===== src/rtl/sidi_video_out.sv =====
// Video output stage: two-stage ce_pix pipeline with colour depth conversion,
// ordered dither, blanking and sync polarity normalisation.
module sidi_video_out #(
  parameter int IN_W      = 8,
  parameter int OUT_W     = 6,
  parameter int DITHER    = 1,
  parameter int OUT_POL   = 0,
  parameter int POL_CNT_W = 12
) (
  input  logic             CLOCK_27,
  input  logic             RESET_N,
  input  logic             ce_pix,
  input  logic [IN_W-1:0]  r_in,
  input  logic [IN_W-1:0]  g_in,
  input  logic [IN_W-1:0]  b_in,
  input  logic             hs_in,
  input  logic             vs_in,
  input  logic             hblank,
  input  logic             vblank,
  output logic [OUT_W-1:0] VGA_R,
  output logic [OUT_W-1:0] VGA_G,
  output logic [OUT_W-1:0] VGA_B,
  output logic             VGA_HS,
  output logic             VGA_VS,
  output logic             hs_pol,
  output logic             vs_pol
);

  localparam int   D       = (IN_W > OUT_W) ? IN_W - OUT_W : 0;
  localparam logic OP      = (OUT_POL != 0);
  localparam logic DITH_EN = (DITHER != 0) && (IN_W > OUT_W);

  logic [1:0]                 sync_raw, sync_norm, sync_edge;
  logic [1:0]                 raw_prev_q, raw_prev_d, norm_prev_q, norm_prev_d;
  logic [1:0]                 pol_q, pol_d;
  logic [1:0][POL_CNT_W-1:0]  hi_cnt_q, hi_cnt_d, lo_cnt_q, lo_cnt_d;
  logic                       pix_par_q, pix_par_d, line_par_q, line_par_d;
  logic                       frame_par_q, frame_par_d;
  logic [1:0]                 bayer;
  logic [2:0][IN_W-1:0]       s1_rgb_q, s1_rgb_d;
  logic [IN_W-1:0]            s1_off_q, s1_off_d;
  logic                       s1_blank_q, s1_blank_d;
  logic [1:0]                 s1_sync_q, s1_sync_d;
  logic [2:0][OUT_W-1:0]      conv, out_rgb_q, out_rgb_d;
  logic [1:0]                 out_sync_q, out_sync_d;

  always_comb begin
    sync_raw    = {vs_in, hs_in};
    sync_norm   = sync_raw ^ pol_q;
    sync_edge   = sync_norm & ~norm_prev_q;
    raw_prev_d  = sync_raw;
    norm_prev_d = sync_norm;
    pol_d       = pol_q;
    hi_cnt_d    = hi_cnt_q;
    lo_cnt_d    = lo_cnt_q;
    // Polarity is decided on each raw rising edge from the high/low duty seen since the last one
    for (int unsigned i = 0; i < 2; i++) begin
      if (sync_raw[i] && !raw_prev_q[i]) begin
        if (hi_cnt_q[i] != lo_cnt_q[i]) pol_d[i] = (hi_cnt_q[i] > lo_cnt_q[i]);
        hi_cnt_d[i] = '0;
        lo_cnt_d[i] = '0;
      end else if (sync_raw[i]) begin
        if (hi_cnt_q[i] != '1) hi_cnt_d[i] = hi_cnt_q[i] + 1'b1;
      end else if (lo_cnt_q[i] != '1) begin
        lo_cnt_d[i] = lo_cnt_q[i] + 1'b1;
      end
    end

    pix_par_d   = hblank ? 1'b0 : ~pix_par_q;
    line_par_d  = line_par_q ^ sync_edge[0];
    frame_par_d = frame_par_q ^ sync_edge[1];

    case ({line_par_q ^ frame_par_q, pix_par_q})
      2'b00:   bayer = 2'd0;
      2'b01:   bayer = 2'd2;
      2'b10:   bayer = 2'd3;
      default: bayer = 2'd1;
    endcase
    s1_off_d   = DITH_EN ? IN_W'(({{IN_W{1'b0}}, bayer} << D) >> 2) : '0;
    s1_rgb_d   = {b_in, g_in, r_in};
    s1_blank_d = hblank | vblank;
    s1_sync_d  = sync_norm;

    out_rgb_d  = s1_blank_q ? '0 : conv;
    out_sync_d = OP ? s1_sync_q : ~s1_sync_q;
  end

  generate
    if (IN_W > OUT_W) begin : g_reduce
      logic [IN_W:0] sum;
      always_comb begin
        sum  = '0;
        conv = '0;
        for (int unsigned c = 0; c < 3; c++) begin
          sum = {1'b0, s1_rgb_q[c]} + {1'b0, s1_off_q};
          if (sum[IN_W]) sum = {1'b0, {IN_W{1'b1}}};
          conv[c] = sum[IN_W-1:D];
        end
      end
    end else begin : g_expand
      // Repeating the input pattern from the MSB down covers equal widths as identity
      always_comb begin
        conv = '0;
        for (int unsigned c = 0; c < 3; c++)
          for (int unsigned i = 0; i < OUT_W; i++)
            conv[c][OUT_W-1-i] = s1_rgb_q[c][IN_W-1-(i % IN_W)];
      end
    end
  endgenerate

  always_ff @(posedge CLOCK_27 or negedge RESET_N) begin
    if (!RESET_N) begin
      raw_prev_q  <= '0;
      norm_prev_q <= '0;
      pol_q       <= '0;
      hi_cnt_q    <= '0;
      lo_cnt_q    <= '0;
      pix_par_q   <= 1'b0;
      line_par_q  <= 1'b0;
      frame_par_q <= 1'b0;
      s1_rgb_q    <= '0;
      s1_off_q    <= '0;
      s1_blank_q  <= 1'b0;
      s1_sync_q   <= '0;
      out_rgb_q   <= '0;
      out_sync_q  <= {2{~OP}};
    end else if (ce_pix) begin
      raw_prev_q  <= raw_prev_d;
      norm_prev_q <= norm_prev_d;
      pol_q       <= pol_d;
      hi_cnt_q    <= hi_cnt_d;
      lo_cnt_q    <= lo_cnt_d;
      pix_par_q   <= pix_par_d;
      line_par_q  <= line_par_d;
      frame_par_q <= frame_par_d;
      s1_rgb_q    <= s1_rgb_d;
      s1_off_q    <= s1_off_d;
      s1_blank_q  <= s1_blank_d;
      s1_sync_q   <= s1_sync_d;
      out_rgb_q   <= out_rgb_d;
      out_sync_q  <= out_sync_d;
    end
  end

  assign VGA_R  = out_rgb_q[0];
  assign VGA_G  = out_rgb_q[1];
  assign VGA_B  = out_rgb_q[2];
  assign VGA_HS = out_sync_q[0];
  assign VGA_VS = out_sync_q[1];
  assign hs_pol = pol_q[0];
  assign vs_pol = pol_q[1];

endmodule


===== config.mk =====
export PLATFORM = sky130hd
export DESIGN_NAME = sidi_video_out
export DESIGN_NICKNAME = d
export VERILOG_FILES = /design/src/rtl/sidi_video_out.sv
export SDC_FILE = /design/constraint.sdc
export NUM_CORES = 1
export LEC_CHECK = 0
export CAP_MARGIN = 20
export CORE_UTILIZATION = 50
export CTS_CLUSTER_SIZE = 20
export DETAILED_ROUTE_END_ITERATION = 10
export DONT_BUFFER_PORTS = 1
export GPL_TIMING_DRIVEN = 0
export SLEW_MARGIN = 20
export SYNTH_ARGS = -nofsm -noshare
export SYNTH_HDL_FRONTEND = slang
export SYNTH_SLANG_ARGS = --single-unit
export TNS_END_PERCENT = 5

===== constraint.sdc =====
create_clock -name CLOCK_27 -period 4.2 [get_ports CLOCK_27]
set_input_delay 0.84 -clock CLOCK_27 [delete_from_list [all_inputs] [get_ports CLOCK_27]]
set_output_delay 0.84 -clock CLOCK_27 [all_outputs]
set_load 0.05 [all_outputs]

==> results of run 1 <==
path summary, 6_finish.rpt:
kind / startpoint / endpoint / slack [ns] / depth (start not counted)
worst min register to register: s1_sync_q[1]$_DFFE_PN0P_ / out_sync_q[1]$_DFFE_PN1P_ / 0.46 / 1
min in group CLOCK_27: s1_sync_q[1]$_DFFE_PN0P_ / out_sync_q[1]$_DFFE_PN1P_ / 0.46 / 1
worst max-delay path: ce_pix / VGA_G[3]$_DFFE_PN0P_ / 1.98 / 5
worst min-delay path: RESET_N / s1_rgb_q[21]$_DFFE_PN0P_ / 0.18 / 0
worst max register to register: hi_cnt_q[1]$_DFFE_PN0P_ / hi_cnt_q[0]$_DFFE_PN0P_ / 2.15 / 5
max in group asynchronous: RESET_N / out_sync_q[0]$_DFFE_PN1P_ / 3.82 / 0
flip-flops by register name, summed over array words and instances, names as in the netlist:
name         cells
s1_blank_q       1
frame_par_q      1
out_sync_q       2
s1_sync_q        2
lo_cnt_q        24
hi_cnt_q        24
line_par_q       1
pix_par_q        1
VGA_R            6
VGA_B            6
s1_off_q         2
pol_q            2
s1_rgb_q        24
VGA_G            6
raw_prev_q       2
cell usage in the layout (no fill, tap or decap), types with 4 or more instances in the layout:
| cell type | netlist | routed |
|---|---|---|
| o2bb2ai_1 | 7 | 7 |
| xor2_1 | 6 | 6 |
| ha_1 | 33 | 33 |
| and3_1 | 13 | 13 |
| inv_1 | 41 | 41 |
| nand4_1 | 27 | 27 |
| nand3_1 | 27 | 27 |
| nor2_1 | 26 | 26 |
| o311ai_0 | 4 | 4 |
| a22o_1 | 4 | 4 |
| nand2_1 | 49 | 49 |
| a31oi_1 | 19 | 19 |
| xnor2_1 | 6 | 6 |
| or3_1 | 5 | 5 |
| clkbuf_1 | 15 | 17 |
| a41oi_1 | 7 | 7 |
| o31ai_1 | 7 | 7 |
| nor3_1 | 14 | 14 |
| buf_2 | 7 | 7 |
| o221ai_1 | 4 | 4 |
| and4_1 | 10 | 10 |
| nor2b_1 | 5 | 5 |
| dfrtp_1 | 102 | 102 |
| a21oi_1 | 40 | 40 |
| mux2_2 | 23 | 23 |
| o211ai_1 | 4 | 4 |
| o21ai_0 | 37 | 37 |
| clkbuf_16 | 0 | 9 |
| and2_1 | 4 | 4 |
| a31o_2 | 6 | 6 |
metal layers:
layer  share of wire (%)  wire length, um  vias up
met1                  46             6400     2367
met2                  48             6670      139
met4                 1.5              214        0
met5                   0                0        -
met3                 5.0              698       16
li1                    -                -     2325
power groups by stage:
stage                     registers, mW  clock network [mW]  logic, mW
final                              1.39               0.793      0.517
after global routing               1.41               0.854      0.586
after CTS                          1.39               0.817      0.518
after detailed placement           1.41                   0      0.515
after global placement             1.40                   0      0.490
after floorplan                    1.37                   0      0.405
per-stage QoR:
step	utilization [%]	hold slack, ns
floorplan	-	0.419
global placement	53.1	0.431
detailed placement	53.1	0.444
CTS	55.5	0.165
global route	55.5	0.157
finish	55.5	0.178
cells by family (layout without fill, tap and decap cells):
logic type | count (synthesis) | count (layout) | synth area share (%)
flip-flops | 104 | 104 | 44.3
AND/OR/NAND/NOR | 200 | 200 | 18.3
AO/OA/AOI/OAI | 169 | 169 | 19.3
adder cells (fa/ha/maj) | 33 | 33 | 7.02
buffers and inverters | 67 | 83 | 4.42
multiplexers | 26 | 26 | 4.91
XOR/XNOR | 12 | 12 | 1.79
final cells by class:
cell class / count / area, um2
fillers: 1044 / 5080
multi-input cells: 440 / 3020
flip-flops and latches: 104 / 2610
clock buffers: 12 / 246
well taps: 143 / 179
inverters: 42 / 158
plain buffers: 25 / 103
clock inverters: 4 / 31.3
==> flow_summary.toml, run 1 <==
[status]
status = "finished, final reports clean"

[placement]
place_area_um2 = 6060
port_buffers = 0
dp_slack_ns = 1.59
place_hpwl_um = 10100
place_congestion = 0.848
dp.cells = 754

[worst_setup_path]
cp-end-kind = "register"
required_ns = 4.41
cp_max_fo = 10
critical_path_class = "in -> reg"
path_cells = "buf_2 -> buf_2 -> buf_1 -> clkbuf_1 -> o32ai_1"
start_kind = "input port"
crit_arrival_ns = 2.43
crit_slowest_cell = "buf_1"
slowest_delay_ns = 0.48
critPathTopFamily = "buffers and inverters"
crit_top_cell = "buf_2"
crit_buf_inv = 4

[clock_tree]
cts.sinks = 104
path_clk_slew_ns = 0.07
cts.htree.levels = 3
ctsResizeCount = 0
tritoncts = "yes"
hold_buffers = 0
clk_latency_ns = 0.35
cts_setup_buffers = 0
numCtsBuffers = 9
clock_path_buffers = 2
cts-root-buf = "clkbuf_16"

[synth]
synthArstFlopShare_pct = 100
syn_avg_cell_area_um2 = 9.63
synth-edff-count = 0
syn-num-nets = 675
synth.most_common_cell = "dfrtp_1"
synthDistinctLibCells = 60
netlist_top_cells_area = "dfrtp_1, ha_1, mux2_2"
yosys.area.top_type_share_pct = 43.4
synth_ff_type = "dfrtp_1"
synth_top_area_cell = "dfrtp_1"
netlist_area_um2 = 5880
synth_seq_cells = 104
synth-seq-area-share_pct = 44.3
syn-instance-count = 611
synth_common_cells = "dfrtp_1, nand2_1, inv_1"
yosys_warnings = 0

[pwr]
leakagePower_nw = 2.68
pwr-share-clk_pct = 29.3
intPower_mw = 1.78
p_per_area_nw_per_um2 = 426
pwr-share-comb_pct = 19.1
vdd_ir_drop_max_uv = 351
switching_share_pct = 34.0
p_switching_mw = 0.919
power.total_mw = 2.70
sequentialPowerShare_pct = 51.5

[drt]
route.detailed.drc = 0
first_pass_iters = 5
vias = 4847
wirelength_um = 14000
drt_iter0_drc = 297
via_per_inst = 6.29
ant_nets = 0
post_drt_wl_per_cell_um = 18.2

[grt]
top_usage_layer = "met2"
grtUsageTotal_pct = 23.8
grt_first_pass_wirelength_um = 23300
first_global_vias = 4684
grt_overflow_total = 0
grt.met3_usage_pct = 5.54
antenna_found_initial = 0
grtUsageMet2_pct = 39.0
grt_max_degree = 105
met1_usage_pct = 31.7

[sta]
setup_slack_ns = 1.98
hold_viol_final = 0
slew_headroom_pct = 50.7
max_freq_mhz = 450
fin_tns_setup_ns = 0
finalMaxSlewViolations = 0
worstMarginPinSlew_ns = 0.736
min_period_ns = 2.22
setup_viol = 0
fin_crit_sh_pct = 52.9
rsz0062_at_grt = "false"
skew_ns = 0.00816

[final_layout]
drive_gt1_share_pct = 9.09
nNetsFinal = 686
final_cells = 770
antenna_cells = 0
area_delta_synth_final_pct = 7.76
fin_area_um2 = 6340

[floorplan]
die_x_um = 110
die-area_um2 = 12200
pin_count = 53
die_height_um = 110
core_area_um2 = 11400
row_count = 39
initial_core_util_pct = 51.5

[flow_run]
cap_violations = 0

[worst_hold_path]
hold_class = "in -> async"
(Power assumes the default switching activity.)
==> inputs of run 2 (changes only) <==
clock period = 2.2 ns   (was 4.2 ns; I/O delays follow)
==> run 2 against run 1 <==
  * The run now ends with hold timing left
  * Register-to-register slack lost 1.9 ns
  * Largest power group unchanged
  * Critical path type is now reg -> reg
  * Sequential cell count unchanged
  * Critical endpoint is now hi_cnt_q[12]$_DFFE_PN0P_
  * Global-route usage is the same
==> flow_summary.toml, run 2 (synthesis gave the netlist of run 1 again) <==
[drt]
first_pass_iters = 5
wirelength_um = 14000
post_drt_wl_per_cell_um = 18.2
route.detailed.drc = 0
via_per_inst = 6.30
ant_nets = 0
vias = 4852
drt_iter0_drc = 273

[sta]
finalMaxSlewViolations = 0
min_period_ns = 1.98
rsz0062_at_grt = "false"
setup_slack_ns = 0.222
slew_headroom_pct = 50.6
worstMarginPinSlew_ns = 0.737
holdWs_ns = -0.221
setup_viol = 0
hold_viol_final = 104
fin_crit_sh_pct = 89.9
skew_ns = 0.00761
max_freq_mhz = 506

[final_layout]
nNetsFinal = 686
num-fill-cells = 1046
layout_common_cells = "dfrtp_1, nand2_1, inv_1"
final_cells = 770
top_regs = "hi_cnt_q (24), lo_cnt_q (24), s1_rgb_q (24)"
drive_gt1_share_pct = 9.09
regArea_um2 = 2610
multi_input_area_um2 = 3030
area_delta_synth_final_pct = 7.91
final_common_cell = "dfrtp_1"
antenna_cells = 0

[placement]
dp.cells = 754
port_buffers = 0
place_hpwl_um = 10100
dp_slack_ns = -0.0141
place_congestion = 0.848

[pwr]
leakagePower_nw = 2.69
vdd_ir_drop_max_uv = 670
p_per_area_nw_per_um2 = 812
power.total_mw = 5.16

[worst_setup_path]
regToRegStartpoint = "hi_cnt_q[13]$_DFFE_PN0P_"
cp_max_fo = 8
critical_path.startpoint = "hi_cnt_q[13]$_DFFE_PN0P_"
start_kind = "register"
critical_path_class = "reg -> reg"
crit_arrival_ns = 2.17
reg2reg_depth = 5
cp-end-kind = "register"
required_ns = 2.39

[clock_tree]
cts.sinks = 104
numCtsBuffers = 9
tritoncts = "yes"
cts_setup_buffers = 0
cts-root-buf = "clkbuf_16"
clk_latency_ns = 0.35
path_clk_slew_ns = 0.07
cts.htree.levels = 3
clock_path_buffers = 2

[floorplan]
core_area_um2 = 11400
row_count = 39
die_height_um = 110
initial_core_util_pct = 51.5
die-area_um2 = 12200
die_x_um = 110
pin_count = 53

[grt]
grtUsageTotal_pct = 23.8
grt_max_degree = 105
antenna_found_initial = 0
grt_first_pass_wirelength_um = 23300
grt_overflow_total = 0
first_global_vias = 4684

[status]
violations = "hold timing"
status = "finished with violations"

[worst_hold_path]
hold_class = "in -> async"

[flow_run]
cap_violations = 0
## run 2: cell counts in the layout (fill, tap and decap cells not counted)
No cell type changed its count.
## run 2: worst paths after layout
path | slack (ns) | end
max | 0.22 | hi_cnt_q[12]$_DFFE_PN0P_
min | -0.22 | s1_rgb_q[21]$_DFFE_PN0P_
max reg2reg | 0.22 | hi_cnt_q[12]$_DFFE_PN0P_
min reg2reg | 0.46 | out_sync_q[1]$_DFFE_PN1P_
max in group asynchronous | 2.22 | out_sync_q[0]$_DFFE_PN1P_
min in group CLOCK_27 | 0.22 | s1_rgb_q[11]$_DFFE_PN0P_
## run 2: what timing repair did
| item | 4_1_cts | 5_1_grt |
|---|---|---|
| setup endpoints to repair | 0 | 1 |
| resized for setup | 0 | 1 |
| endpoints found under the hold margin | 104 | 104 |
## run 2: power by group
group / internal [mW] / leakage (nW) / switching, mW / total, mW
Clock: 0.804 / 0.137 / 0.710 / 1.51
Sequential: 2.16 / 1.34 / 0.499 / 2.66
Combinational: 0.443 / 1.22 / 0.544 / 0.987
Total: 3.40 / 2.69 / 1.75 / 5.16
## run 2: layout make-up
| class | instances | share of cell area [%] |
|---|---|---|
| multi-input combinational | 440 | 47.7 |
| sequential | 104 | 41.0 |
| clock inverter | 4 | 0.493 |
| inverter | 42 | 2.48 |
| buffer | 25 | 1.62 |
| clock buffer | 12 | 3.88 |
| tap | 143 | 2.82 |
## run 2: critical path, cell delays in order (launching register included)
cell	delay, ns
dfrtp_1	0.43
ha_1	0.26
and4_1	0.16
buf_2	0.16
a31oi_1	0.62
o21ai_0	0.19
## run 2: routing by layer
metal | global-route usage (%) | part of all wire [%]
met2 | 39.0 | 48
met4 | 6.22 | 1.4
met3 | 5.54 | 5.1
met5 | 0 | 0
met1 | 31.7 | 46
## run 2: stage by stage
| stage | utilization, % | hold slack, ns | setup TNS (ns) | instance area (um2) |
|---|---|---|---|---|
| 2_1_floorplan | - | 0.144 | 0 | 5880 |
| 6_report | 55.6 | -0.221 | 0 | 6350 |
| 4_1_cts | 55.5 | -0.235 | 0 | 6340 |
| 5_1_grt | 55.6 | -0.243 | 0 | 6350 |
| 3_3_place_gp | 53.1 | 0.146 | 0 | 6060 |
| 3_5_place_dp | 53.1 | 0.147 | -0.0506 | 6060 |
==> inputs of run 3 (changes only) <==
PLACE_DENSITY = 0.71   (was not set)
==> run 3 against run 2 <==
  * The flow still finishes with violations (hold timing)
  * Worst hold slack got worse by 0.0039 ns
  * Critical path depth did not move
  * Fmax fell by 1.0%
  * Power rose by 4.1%
  * Clock power rose by 15%
  * Die area did not move
  * Clock skew fell by 0.0028 ns
  * Via count rose by 1.4%
  * Non-clock buffer count did not move
  * Register-to-register slack got worse by 0.02 ns
  * Sequential power barely moved
  * Wire length fell by 1.7%
==> flow_summary.toml, run 3 (synthesis gave the netlist of run 1 again) <==
[status]
status = "finished with violations"
violations = "hold timing"

[clock_tree]
cts_setup_buffers = 0
cts.htree.levels = 3
clk_latency_ns = 0.35
cts-root-buf = "clkbuf_16"
ctsResizeCount = 0
clock_path_buffers = 2
numCtsBuffers = 9
cts.sinks = 104
path_clk_slew_ns = 0.07
tritoncts = "yes"

[grt]
grtUsageTotal_pct = 23.5
grt_max_degree = 105
grt_overflow_total = 0
first_global_vias = 4809
antenna_found_initial = 0
grt_first_pass_wirelength_um = 23400

[floorplan]
die_x_um = 110
row_count = 39
die-area_um2 = 12200
pin_count = 53
core_area_um2 = 11400
die_height_um = 110
initial_core_util_pct = 51.5

[drt]
drt_iter0_drc = 352
dr_wl_met3_um = 721
drt-met1-wl_um = 6000
wirelength_um = 13800
first_pass_iters = 5
post_drt_wl_per_cell_um = 17.9
ant_nets = 0
top_layer = "met4"
via_per_inst = 6.39
wl_met2_um = 6800
route.detailed.drc = 0
vias = 4920

[final_layout]
fin_area_um2 = 6380
final_cells = 770
area_delta_synth_final_pct = 8.49
regArea_um2 = 2610
num-fill-cells = 1026
antenna_cells = 0
layout_common_cells = "dfrtp_1, nand2_1, inv_1"
top_regs = "hi_cnt_q (24), lo_cnt_q (24), s1_rgb_q (24)"
drive_gt1_share_pct = 9.41
multi_input_area_um2 = 3020
nNetsFinal = 686
final_common_cell = "dfrtp_1"

[worst_setup_path]
path_cells = "ha_1 -> inv_1 -> nor4_2 -> nor2_1 -> mux2_2"
cp-end-kind = "register"
r2r_end = "hi_cnt_q[0]$_DFFE_PN0P_"
required_ns = 2.44
crit_slowest_cell = "nor4_2"
reg2reg_depth = 5
critical_path_class = "reg -> reg"
critical_path.startpoint = "hi_cnt_q[1]$_DFFE_PN0P_"
crit_arrival_ns = 2.24
slowest_delay_ns = 0.57
start_kind = "register"
regToRegStartpoint = "hi_cnt_q[1]$_DFFE_PN0P_"
rrSetupSlack_ns = 0.20
cp_max_fo = 6

[sta]
worstMarginPinSlew_ns = 0.704
fin_tns_setup_ns = 0
min_period_ns = 2.00
rsz0062_at_grt = "false"
holdWs_ns = -0.225
finalMaxSlewViolations = 0
max_freq_mhz = 501
setup_viol = 0
slew_headroom_pct = 52.8
fin_crit_sh_pct = 90.8
skew_ns = 0.00480
hold_viol_final = 104

[pwr]
power.total_mw = 5.37
vdd_ir_drop_max_uv = 912
leakagePower_nw = 2.70
p_per_area_nw_per_um2 = 842

[placement]
place_hpwl_um = 9740
place_congestion = 0.873
place_area_um2 = 6060
port_buffers = 0
dp.cells = 754

[worst_hold_path]
hold_class = "in -> async"

[flow_run]
cap_violations = 0
run 3: worst max path at each step:
stage	endpoint	slack [ns]
2_1_floorplan	lo_cnt_q[12]$_DFFE_PN0P_	0.49
3_3_place_gp	VGA_B[2]$_DFFE_PN0P_	0.07
3_5_place_dp	VGA_B[2]$_DFFE_PN0P_	0.03
4_1_cts	lo_cnt_q[12]$_DFFE_PN0P_	0.20
5_1_grt	lo_cnt_q[7]$_DFFE_PN0P_	0.09
6_report	hi_cnt_q[0]$_DFFE_PN0P_	0.20
run 3: routing by layer:
| metal | up-vias | GRT usage (%) |
|---|---|---|
| met2 | 158 | 39.3 |
| li1 | 2322 | - |
| met4 | 0 | 7.11 |
| met5 | - | 0 |
| met1 | 2416 | 30.5 |
| met3 | 24 | 5.38 |
run 3: power by group:
part	switching [mW]	total [mW]	internal, mW
logic	0.536	0.980	0.444
clock network	0.732	1.73	0.999
registers	0.502	2.66	2.16
total	1.77	5.37	3.60
run 3: worst max-delay path: cells and delay by family, from the launching register on:
kind,cells,cell delay (ns)
adders and majority gates,1,0.29
buffers and inverters,1,0.10
DFF,1,0.47
muxes,1,0.29
and+or+nand+nor,2,0.73
run 3: cell type report:
class                           instances  share of cell area, %
Multi-Input combinational cell        440                   47.3
Sequential cell                       104                   40.8
Clock buffer                            9                   3.53
Tap cell                              143                   2.80
Inverter                               42                   2.47
Buffer                                 25                   1.61
Clock inverter                          7                   1.49
run 3: metrics by stage:
stage / setup WS (ns) / hold slack [ns] / utilization [%]
floorplan: 0.493 / 0.144 / -
global placement: 0.0710 / 0.146 / 53.1
detailed placement: 0.0331 / 0.147 / 53.1
CTS: 0.198 / -0.236 / 55.9
global route: 0.0850 / -0.243 / 55.9
finish: 0.202 / -0.225 / 55.9
